[src/rtl/mul_div_unit.sv]
// mul_div_unit: iterative RV32M multiply/divide unit (shift-add multiply,
// restoring divide, one bit per cycle, WIDTH+2 cycle latency).
//
// Ports:
//   clk        - clock
//   reset      - synchronous, active-high reset
//   start      - request pulse, accepted only while busy=0
//   op         - RV32M funct3 (0 MUL .. 7 REMU)
//   operand_1  - rs1 (multiplicand / dividend)
//   operand_2  - rs2 (multiplier / divisor)
//   busy       - operation in progress (CALC or FIX)
//   done       - one-cycle pulse, result valid
//   result     - registered result, held until the next completion
//
// Optional feature: define MUL_DIV_EARLY_OUT_EN to send divide-by-zero and
// signed-overflow divides straight to FIX (done at t+2 instead of t+WIDTH+2).

module mul_div_unit #(
    parameter int unsigned WIDTH = 32
) (
    input  logic             clk,
    input  logic             reset,
    input  logic             start,
    input  logic [2:0]       op,
    input  logic [WIDTH-1:0] operand_1,
    input  logic [WIDTH-1:0] operand_2,
    output logic             busy,
    output logic             done,
    output logic [WIDTH-1:0] result
);

    localparam int unsigned CNT_W = $clog2(WIDTH + 1);
    localparam int unsigned ACC_W = 2 * WIDTH;

    typedef enum logic [1:0] {
        S_IDLE = 2'd0,
        S_CALC = 2'd1,
        S_FIX  = 2'd2,
        S_DONE = 2'd3
    } state_e;

    state_e             state_q, state_d;
    logic [2:0]         op_q, op_d;
    logic [WIDTH-1:0]   a_q, a_d;          // |operand_1|
    logic [WIDTH-1:0]   b_q, b_d;          // |operand_2|
    logic               sign1_q, sign1_d;
    logic               sign2_q, sign2_d;
    logic [CNT_W-1:0]   cnt_q, cnt_d;
    logic [ACC_W-1:0]   acc_q, acc_d;      // product, or {unused, dividend->quotient}
    logic [WIDTH:0]     rem_q, rem_d;      // partial remainder
    logic [WIDTH-1:0]   result_q, result_d;
    logic               busy_q, busy_d;
    logic               done_q, done_d;

    // Start-cycle operand decode
    logic               signed1_c, signed2_c, neg1_c, neg2_c, early_c;
    logic [WIDTH-1:0]   mag1_c, mag2_c;

    always_comb begin
        signed1_c = op[2] ? ~op[0] : (op != 3'd3);
        signed2_c = op[2] ? ~op[0] : ~op[1];
        neg1_c    = signed1_c & operand_1[WIDTH-1];
        neg2_c    = signed2_c & operand_2[WIDTH-1];
        mag1_c    = neg1_c ? -operand_1 : operand_1;
        mag2_c    = neg2_c ? -operand_2 : operand_2;
`ifdef MUL_DIV_EARLY_OUT_EN
        early_c   = op[2] && ((operand_2 == '0) ||
                    (~op[0] && operand_1 == {1'b1, {(WIDTH-1){1'b0}}} && operand_2 == '1));
`else
        early_c   = 1'b0;
`endif
    end

    // One iteration of shift-add multiply and restoring divide
    logic [WIDTH:0]     mul_sum_c;
    logic [ACC_W-1:0]   mul_next_c;
    logic [WIDTH+1:0]   rem_shift_c, div_diff_c;
    logic               div_ok_c;

    always_comb begin
        mul_sum_c   = {1'b0, acc_q[ACC_W-1:WIDTH]} + (acc_q[0] ? {1'b0, a_q} : '0);
        mul_next_c  = {mul_sum_c, acc_q[WIDTH-1:1]};
        rem_shift_c = {rem_q, acc_q[WIDTH-1]};
        div_diff_c  = rem_shift_c - {2'b00, b_q};
        div_ok_c    = ~div_diff_c[WIDTH+1];
    end

    // Sign correction and result selection for FIX
    logic [ACC_W-1:0]   prod_c;
    logic [WIDTH-1:0]   quot_c, remv_c, op1_c, fix_c;
    logic               b_zero_c;

    always_comb begin
        prod_c   = (sign1_q ^ sign2_q) ? -acc_q : acc_q;
        quot_c   = (sign1_q ^ sign2_q) ? -acc_q[WIDTH-1:0] : acc_q[WIDTH-1:0];
        remv_c   = sign1_q ? -rem_q[WIDTH-1:0] : rem_q[WIDTH-1:0];
        op1_c    = sign1_q ? -a_q : a_q;
        b_zero_c = (b_q == '0);
        case (op_q)
            3'd0:       fix_c = prod_c[WIDTH-1:0];
            3'd1,
            3'd2,
            3'd3:       fix_c = prod_c[ACC_W-1:WIDTH];
            3'd4,
            3'd5:       fix_c = b_zero_c ? '1 : quot_c;
            default:    fix_c = b_zero_c ? op1_c : remv_c;
        endcase
    end

    // Next-state and register-input logic
    always_comb begin
        state_d  = state_q;
        op_d     = op_q;
        a_d      = a_q;
        b_d      = b_q;
        sign1_d  = sign1_q;
        sign2_d  = sign2_q;
        cnt_d    = cnt_q;
        acc_d    = acc_q;
        rem_d    = rem_q;
        result_d = result_q;

        case (state_q)
            S_IDLE, S_DONE: begin
                if (start) begin
                    op_d    = op;
                    a_d     = mag1_c;
                    b_d     = mag2_c;
                    sign1_d = neg1_c;
                    sign2_d = neg2_c;
                    cnt_d   = CNT_W'(WIDTH);
                    // Multiply shifts the multiplier out; divide shifts the dividend out.
                    acc_d   = {{WIDTH{1'b0}}, (op[2] ? mag1_c : mag2_c)};
                    rem_d   = '0;
                    state_d = early_c ? S_FIX : S_CALC;
                end else begin
                    state_d = S_IDLE;
                end
            end
            S_CALC: begin
                cnt_d = cnt_q - CNT_W'(1);
                if (op_q[2]) begin
                    acc_d = {acc_q[ACC_W-1:WIDTH], acc_q[WIDTH-2:0], div_ok_c};
                    rem_d = div_ok_c ? div_diff_c[WIDTH:0] : rem_shift_c[WIDTH:0];
                end else begin
                    acc_d = mul_next_c;
                end
                if (cnt_q == CNT_W'(1)) begin
                    state_d = S_FIX;
                end
            end
            S_FIX: begin
                result_d = fix_c;
                state_d  = S_DONE;
            end
            default: state_d = S_IDLE;
        endcase

        busy_d = (state_d == S_CALC) || (state_d == S_FIX);
        done_d = (state_d == S_DONE);
    end

    // State and datapath registers
    always_ff @(posedge clk) begin
        if (reset) begin
            state_q  <= S_IDLE;
            op_q     <= '0;
            a_q      <= '0;
            b_q      <= '0;
            sign1_q  <= 1'b0;
            sign2_q  <= 1'b0;
            cnt_q    <= '0;
            acc_q    <= '0;
            rem_q    <= '0;
            result_q <= '0;
            busy_q   <= 1'b0;
            done_q   <= 1'b0;
        end else begin
            state_q  <= state_d;
            op_q     <= op_d;
            a_q      <= a_d;
            b_q      <= b_d;
            sign1_q  <= sign1_d;
            sign2_q  <= sign2_d;
            cnt_q    <= cnt_d;
            acc_q    <= acc_d;
            rem_q    <= rem_d;
            result_q <= result_d;
            busy_q   <= busy_d;
            done_q   <= done_d;
        end
    end

    assign busy   = busy_q;
    assign done   = done_q;
    assign result = result_q;

endmodule
[config.mk]
export PLATFORM = sky130hd
export DESIGN_NAME = mul_div_unit
export DESIGN_NICKNAME = d
export VERILOG_FILES = /design/src/rtl/mul_div_unit.sv
export SDC_FILE = /design/constraint.sdc
export NUM_CORES = 1
export LEC_CHECK = 0
export ABC_CLOCK_PERIOD_IN_PS = 5300
export CORE_MARGIN = 2
export CORE_UTILIZATION = 40
export DETAILED_ROUTE_END_ITERATION = 8
export GPL_TIMING_DRIVEN = 1
export PLACE_DENSITY_LB_ADDON = 0.12
export SYNTH_ARGS = -nofsm -noshare
export SYNTH_HDL_FRONTEND = slang
export SYNTH_SLANG_ARGS = --single-unit
[constraint.sdc]
create_clock -name clk -period 5.3 [get_ports clk]
set_input_delay 1.06 -clock clk [delete_from_list [all_inputs] [get_ports clk]]
set_output_delay 1.06 -clock clk [all_outputs]
set_load 0.01 [all_outputs]
==> results of run 1 <==
-- worst min-delay path by stage --
| stage | startpoint | end | slack (ns) | cells past startpoint |
|---|---|---|---|---|
| finish | result[13] | result[13] | 0.45 | 2 |
| global route | result[13] | result[13] | 0.48 | 2 |
| CTS | result[13] | result[13] | 0.45 | 2 |
| detailed placement | result[13] | result[13] | 0.44 | 2 |
| global placement | result[13] | result[13] | 0.43 | 2 |
| floorplan | cnt_q[1] | cnt_q[1] | 0.44 | 2 |
-- area by class of cell --
cell class,count,area share
flip-flops and latches,208,0.2162
inverters,69,0.01344
well taps,539,0.03500
multi-input cells,1813,0.6249
clock inverters,17,0.007467
clock buffers,32,0.03759
diodes,1,0.0001299
repair buffers,131,0.06532
-- cells by family after synthesis --
logic type               Yosys count  synth area share
adder cells (fa/ha/maj)           76           0.05707
AO/OA/AOI/OAI                    658            0.2593
XOR/XNOR                         205            0.1072
multiplexers                      86           0.05633
buffers and inverters            204           0.04613
AND/OR/NAND/NOR                  788            0.2280
flip-flops                       208            0.2460
-- metal layers --
layer  vias to the layer above  wire length [microns]  global-route usage
met1                      8204                  29660              0.4130
met2                       638                  29280              0.4633
li1                       8204                      -                   -
met3                       102                   4131             0.02828
met5                         -                      0                   0
met4                         0                   2128             0.09122
-- synth_stat cells (all sizes together) (16+ instances only) --
cell,count,area share
nor2,237,0.053
a211oi,80,0.035
dfxtp,208,0.25
nand4,20,0.0078
nand2b,20,0.0074
a31oi,21,0.0078
o21ai,165,0.049
or3,34,0.014
or4,24,0.012
clkbuf,122,0.027
a21oi,149,0.045
mux2i,66,0.039
nor2b,16,0.0059
nor3,56,0.018
a21o,27,0.012
o31ai,43,0.022
xnor2,94,0.050
nor4,36,0.017
and2,36,0.013
ha,74,0.055
a22oi,16,0.0071
nand3,41,0.012
nand2,230,0.051
xor2,111,0.057
inv,68,0.015
-- power breakdown --
part / internal [W] / switching (W) / total [W]
Sequential: 0.00164 / 0.000161 / 0.00180
Clock: 0.00107 / 0.000764 / 0.00183
Combinational: 0.000401 / 0.000672 / 0.00107
Total: 0.00311 / 0.00160 / 0.00471
-- state kept, by name, indices dropped and copies added, names as in the netlist --
name	count
result	32
a_q	32
b_q	32
sign1_q	1
sign2_q	1
rem_q	33
cnt_q	6
done	1
state_q	2
acc_q	64
busy	1
op_q	3
-- metrics by stage --
stage | total power, W | hold WS, ns | area, sq um
2_1_floorplan | 0.002467 | 0.4448 | 16930
3_3_place_gp | 0.002870 | 0.4311 | 18400
3_5_place_dp | 0.002881 | 0.4433 | 18400
4_1_cts | 0.004708 | 0.4509 | 19270
5_1_grt | 0.004897 | 0.4782 | 19270
6_report | 0.004707 | 0.4462 | 19270
-- worst min-delay path: stages, from the launching register on --
cell and delay, ns:
dfxtp_1 0.31, nand2_1 0.05, nand2_1 0.04
==> out/metrics.csv, run 1 <==
metric,value,unit
Num CTS Buffers,27,
Worst Path Required,5.80,ns
GPL Wtd Cong,0.9341,
Multi-input gate area,0.01204,sq mm
Pleak,7.307,nW
critical path startpoint category,flop,
Routed WL per cell,23.20,microns
Synth Register Bits,208,
Critical path destination,acc_q[61],
worst reg2reg setup slack,1.53,ns
Tmin final,3.773,ns
setup TNS,0,ns
Synth Cell Area,0.01693,sq mm
most frequent cells in the layout,"nor2_1, nand2_1, dfxtp_1, a21oi_1, o21ai_0",
worst relative slew slack,0.1716,
Layout Utilization,0.4604,
# rows,75,
clk_skew,0.03722,ns
vias in the first global route,15959,
critical path's top delay family,compound AO/OA/AOI/OAI gates,
first-pass GRT wire length,98680,microns
post_cts resized,0,
CP Cell Sequence,inv_1 -> nor2_1 -> ha_1 -> inv_1 -> fa_1 -> nand2b_1 -> a21oi_1 -> o21ai_0 -> a21oi_1 -> a22oi_1 -> o31ai_1 -> a31oi_1 -> or4b_1 -> nand3_1,
"Top FF cell, synth",dfxtp_1,
Die Ht,209.7,microns
Clock transition at path regs,0.06,ns
Die W,209.7,microns
Crit Path Max Fanout,6,
Post-CTS Hold Buffers,0,
max-slew violations,0,
dpl cells,2760,
GRT Total Usage,0.2906,
post-synthesis cell count,2225,
Post-CTS Setup Inserts,0,
# setup viols final,0,
RSZ-0062 raised after global routing,false,
clk sinks,208,
"slowest stage delay, CP",0.49,ns
fillcell total,4293,
Layout Nets,2396,
share of layout cells above drive strength 1,0.07181,
fmax,265.0,MHz
CP Depth,14,
Slew @ Worst Pin,1.233,ns
share of synthesized registers carrying an async set or reset,0,
Post-synth EDFFs,0,
I/O Buffers,103,
Post-Layout Cell Count,2810,
DP Wirelength,50990,microns
Final period util,0.7119,
"Distinct cells, synth",87,
Worst Setup SP,a_q[0],
global route overflow,0,
htree depth,1,
post-route setup slack,1.527,ns
worst hold path class,flop to flop,
final antenna-violating net count,0,
IO Pins,104,
reg2reg path depth,14,
Ys Warns,0,
Worst VDD drop,199.4,uV
Layout area overhead,13.85,%
DRC violations left,0,
clock root buffer master,clkbuf_16,
antenna violations before repair,0,
crit path max-delay cell type,or4b_1,
Critical R2R Launch,a_q[0],
Post-Route WL,65210,microns
worst path bufs/invs,2,
Synth Area per Inst,7.607,sq um
sequential fraction of the synthesis area,0.2460,
Post-Syn Nets,2371,
1st-pass router iterations,5,
Final Hold Viols,0,
Clock Path Buffers,3,
die area,0.04398,sq mm
max_cap viols,0,
Storage cell area,0.004167,sq mm
nature of the critical path endpoint,flop,
"Arr. time, crit path",4.27,ns
RR Endpoint,acc_q[61],
largest net degree at the start of global routing,93,
core area,0.04185,sq mm
TritonCTS clock tree,built,
Starting Density,0.4044,
dpl ws,1.063,ns
routed vias/inst,6.102,
Power Dens Cells,244.3,mW/mm^2
"commonest non-fill, non-tap cell in the layout",nor2_1,
Crit Path Category,flop to flop,
initial DRC count,1720,
status,finished clean,
via count,17148,
clk_lat worst skew,0.57,ns
(Power assumes the default switching activity.)
==> inputs of run 2 (changes only) <==
Settings changed: ABC_CLOCK_PERIOD_IN_PS 5300 to 3900.
Clock period 5.3 ns to 3.9 ns, I/O delays scaled along.
==> run 2 against run 1 <==
Register-to-register slack worse by 1.2 ns. Critical path depth is 1 higher. Critical endpoint unchanged. Total power is 41% higher. Setup slack worse by 1.2 ns. Clock power is 46% higher. Count of clock-buffer cells in the layout is 7 higher. Sequential cell count stayed put. Sequential share of layout area is 0.52 points lower. Final cell count is 1.9% higher. Sequential power is 35% higher. Hold slack worse by 0.013 ns. Cell area is 2.4% higher.
==> out/metrics.csv, run 2 (synthesized netlist as in run 1, its figures left out) <==
metric,value,unit
Post-CTS Setup Inserts,0,
fmax,281.3,MHz
crit path max-delay cell type,or4b_1,
Num CTS Buffers,27,
Tot Pwr,0.006636,W
Slew @ Worst Pin,1.104,ns
IO Pins,104,
Top Registers,"acc_q: 64 flops, rem_q: 33 flops",
number of flip-flops in the largest register,64,
nature of the critical path endpoint,flop,
Layout Nets,2452,
"Arr. time, crit path",4.06,ns
Power Dens Cells,336.1,mW/mm^2
Hold Path Origin,result[13],
vias in the first global route,16045,
setup TNS,0,ns
via count,17402,
GPL Wtd Cong,0.9825,
DP Wirelength,51940,microns
antenna cells,0,
clk_lat worst skew,0.57,ns
worst reg2reg setup slack,0.35,ns
# rows,75,
Clock transition at path regs,0.06,ns
clock root buffer master,clkbuf_16,
"slowest stage delay, CP",0.48,ns
"commonest non-fill, non-tap cell in the layout",nor2_1,
Die Ht,209.7,microns
largest net degree at the start of global routing,119,
register with the most flip-flops,acc_q,
most frequent cells in the layout,"nor2_1, nand2_1, dfxtp_1, a21oi_1, o21ai_0",
CP Cell Sequence,inv_1 -> nor2_1 -> ha_1 -> inv_1 -> fa_1 -> nand2b_1 -> a21oi_1 -> o21ai_0 -> a21oi_1 -> a22oi_1 -> o31ai_1 -> buf_4 -> a31oi_1 -> or4b_1 -> nand3_1,
Layout area overhead,16.63,%
Routed WL per cell,23.22,microns
reg2reg path depth,15,
global route overflow,0,
status,finished clean,
worst hold path class,flop to flop,
Post-CTS Hold Buffers,0,
die area,0.04398,sq mm
Worst VDD drop,312.1,uV
TritonCTS clock tree,built,
Hold Path Depth,2,
Finished Cell Area,0.01974,sq mm
I/O Buffers,103,
worst relative slew slack,0.2612,
routed vias/inst,6.078,
Crit Path Category,flop to flop,
dpl cell area,0.01883,sq mm
Crit Path Max Fanout,6,
Die W,209.7,microns
Pleak,7.608,nW
max_cap viols,0,
antenna violations before repair,2,
first-pass GRT wire length,99360,microns
Worst Path Required,4.40,ns
initial DRC count,1624,
clk_skew,0.02240,ns
RSZ-0062 raised after global routing,false,
critical path startpoint category,flop,
RR Endpoint,acc_q[61],
DRC violations left,0,
worst hold endpoint,result[13],
post_cts resized,0,
core area,0.04185,sq mm
Final period util,0.9115,
Starting Density,0.4044,
htree depth,1,
Post-Route WL,66470,microns
Final Hold Viols,0,
Critical R2R Launch,a_q[0],
Tmin final,3.555,ns
clk sinks,208,
1st-pass router iterations,5,
share of layout cells above drive strength 1,0.09036,
GRT Total Usage,0.2935,
Clock Path Buffers,3,
max-slew violations,0,
Hold WS,0.4329,ns
final antenna-violating net count,0,
# setup viols final,0,
[run 2: cell count changes in the layout (fill, tap and decap cells not counted), moves of 2 or more]
cell	change
buf_4	+55
clkinv_2	-9
clkbuf_1	+7
bufinv_16	+3
clkinvlp_4	-2
[run 2: final cells by class]
type | instances | area, sq um
fillers | 4203 | 22110
well taps | 539 | 674.4
clock inverters | 8 | 165.2
inverters | 69 | 259.0
flip-flops and latches | 208 | 4167
clock buffers | 39 | 750.7
repair buffers | 187 | 1692
multi-input cells | 1813 | 12030
[run 2: metrics by stage]
| step | setup WS (ns) | std cells | utilization |
|---|---|---|---|
| final | 0.3452 | 2863 | 0.4717 |
| after global routing | 0.03261 | 2863 | 0.4717 |
| after CTS | 0.3609 | 2863 | 0.4717 |
| after detailed placement | 0.1241 | 2816 | 0.4498 |
| after global placement | 0.1569 | 2816 | 0.4498 |
| after floorplan | 0.6340 | 2225 | - |
[run 2: worst max-delay path: cells and delay by family, from the launching register on]
family / cells / cell delay (ns)
flip-flops: 1 / 0.42
adder cells (fa/ha/maj): 2 / 0.55
buffers and inverters: 3 / 0.39
AND/OR/NAND/NOR: 4 / 0.90
AO/OA/AOI/OAI: 6 / 1.21
[run 2: metal layers]
metal	wire length [microns]	vias up	track usage
li1	-	8323	-
met2	28690	705	0.4506
met3	5029	118	0.04698
met1	30140	8254	0.4119
met4	2587	2	0.1127
met5	16	-	0
[run 2: report_power, final]
group | leakage [nW] | switching (W) | internal, W
combinational | 5.46 | 0.000954 | 0.000585
clock | 0.447 | 0.00102 | 0.00165
sequential | 1.70 | 0.000200 | 0.00223
[run 2: worst max path at each step]
| stage | slack, ns | endpoint | startpoint |
|---|---|---|---|
| finish | 0.35 | acc_q[61] | a_q[0] |
| CTS | 0.36 | acc_q[61] | a_q[0] |
| floorplan | 0.63 | acc_q[61] | acc_q[0] |
| global route | 0.03 | acc_q[61] | a_q[0] |
| detailed placement | 0.12 | acc_q[28] | operand_1[7] |
| global placement | 0.16 | acc_q[18] | operand_2[11] |
==> inputs of run 3 (changes only) <==
Settings changed: CORE_UTILIZATION 40 to 61.
==> run 3 against run 2 <==
Clock power is 12% lower. Fmax fell by 3.2%. Critical endpoint unchanged. Hold slack improved by 0.0043 ns. Register-to-register slack got worse by 0.12 ns. Sequential cell count unchanged. Setup slack worse by 0.12 ns.
==> out/metrics.csv, run 3 (synthesized netlist as in run 1, its figures left out) <==
metric,value,unit
critical path startpoint category,flop,
reg2reg path depth,12,
Num CTS Buffers,25,
met3 Use GR,0.07333,
routed vias/inst,6.712,
CP Depth,12,
worst path bufs/invs,1,
Post-CTS Hold Buffers,0,
via count,18075,
worst reg2reg setup slack,0.23,ns
clk sinks,208,
Top Registers,"acc_q: 64 flops, rem_q: 33 flops",
Die W,170.6,microns
Die Ht,170.6,microns
clk_skew,0.01586,ns
nature of the critical path endpoint,flop,
register with the most flip-flops,acc_q,
"slowest stage delay, CP",0.48,ns
crit path max-delay cell type,or4b_1,
Slew @ Worst Pin,1.128,ns
gr busiest metal,met2,
cell mode on critical path,a21oi_1,
most frequent cells in the layout,"nor2_1, nand2_1, dfxtp_1, a21oi_1, o21ai_0",
Critical R2R Launch,acc_q[0],
M2 GR Usage,0.6340,
Post-Route WL,62020,microns
Pleak,7.556,nW
antenna violations before repair,0,
M1 GR Usage,0.5624,
Crit Path Category,flop to flop,
Power Dens Cells,324.9,mW/mm^2
Worst VDD drop,423.5,uV
Worst Path Required,4.38,ns
Worst Setup SP,acc_q[0],
Storage cell area,0.004167,sq mm
clk_lat worst skew,0.55,ns
Final period util,0.9414,
max_cap viols,0,
GPL Wtd Cong,1.069,
vias in the first global route,16059,
max-slew violations,0,
first-pass GRT wire length,93630,microns
fmax,272.4,MHz
Clock transition at path regs,0.07,ns
IO Pins,104,
die area,0.02910,sq mm
RR Endpoint,acc_q[61],
"Arr. time, crit path",4.15,ns
Hold Path Depth,2,
Layout area overhead,14.64,%
final antenna-violating net count,0,
Final Hold Viols,0,
global route overflow,0,
RSZ-0062 raised after global routing,false,
fillcell total,2222,
DP Wirelength,47720,microns
status,finished clean,
# rows,60,
initial DRC count,2489,
Multi-input gate area,0.01203,sq mm
setup TNS,0,ns
GRT Total Usage,0.4161,
worst relative slew slack,0.2451,
Post-CTS Setup Inserts,0,
core area,0.02710,sq mm
largest net degree at the start of global routing,100,
I/O Buffers,103,
Layout Utilization,0.7160,
share of layout cells above drive strength 1,0.09091,
Clock Path Buffers,3,
Routed WL per cell,23.03,microns
Crit Path Max Fanout,35,
# setup viols final,0,
post_cts resized,0,
Critical path destination,acc_q[61],
TritonCTS clock tree,built,
1st-pass router iterations,6,
antenna cells,0,
DRC violations left,0,
Tmin final,3.672,ns
CP Cell Sequence,buf_4 -> nand2_1 -> fa_1 -> nand2b_1 -> a21oi_1 -> o21ai_0 -> a21oi_1 -> a22oi_1 -> o31ai_1 -> a31oi_1 -> or4b_1 -> nand3_1,
number of flip-flops in the largest register,64,
Layout Nets,2450,
Starting Density,0.6246,
worst hold path class,flop to flop,
critical path's top delay family,compound AO/OA/AOI/OAI gates,
htree depth,1,
"commonest non-fill, non-tap cell in the layout",nor2_1,
clock root buffer master,clkbuf_16,
[run 3: changes by cell type in the layout (fill, tap and decap cells not counted), sizes merged]
cell	previous run	this run
clkbuf	39	34
clkinvlp	0	1
inv	68	69
bufinv	5	2
clkinv	4	7
[run 3: area by class of cell]
class,instances,share of cell area
Clock buffer,34,0.03604
Clock inverter,10,0.006254
Multi-Input combinational cell,1813,0.6198
Sequential cell,208,0.2147
Timing Repair Buffer,187,0.08589
Tap cell,372,0.02399
Inverter,69,0.01335
[run 3: how the worst min path moves through the flow]
stage | startpoint | end | slack (ns)
6_report | result[13] | result[13] | 0.44
5_1_grt | result[13] | result[13] | 0.45
4_1_cts | result[13] | result[13] | 0.44
3_5_place_dp | result[27] | result[27] | 0.43
3_3_place_gp | result[13] | result[13] | 0.43
2_1_floorplan | cnt_q[1] | cnt_q[1] | 0.44
[run 3: power breakdown]
part / leakage (nW) / internal (W) / switching [W]
registers: 1.70 / 0.00223 / 0.000189
logic: 5.45 / 0.000580 / 0.000942
clock network: 0.405 / 0.00139 / 0.000972
total: 7.56 / 0.00420 / 0.00210
[run 3: metal layers]
metal,vias to the layer above,share of wire
met5,-,0
met2,1170,0.42
met4,0,0.062
met3,208,0.11
met1,8407,0.40
li1,8290,-
[run 3: worst reg2reg max path: stages, from the launching register on]
cell	delay, ns
dfxtp_1	0.34
buf_4	0.34
nand2_1	0.18
fa_1	0.42
nand2b_1	0.21
a21oi_1	0.22
o21ai_0	0.22
a21oi_1	0.30
a22oi_1	0.18
o31ai_1	0.45
a31oi_1	0.18
or4b_1	0.48
nand3_1	0.09
[run 3: through the flow]
step           hold slack (ns)  setup WS [ns]  instance area, sq um  total power, W  instances
2_1_floorplan           0.4448         0.6340                 16930        0.003352       2225
3_3_place_gp            0.4282         0.2623                 18580        0.003888       2649
3_5_place_dp            0.4337         0.1860                 18580        0.003913       2649
4_1_cts                 0.4418         0.3156                 19400        0.006241       2693
5_1_grt                 0.4536        0.08159                 19400        0.006492       2693
6_report                0.4372         0.2283                 19400        0.006304       2693
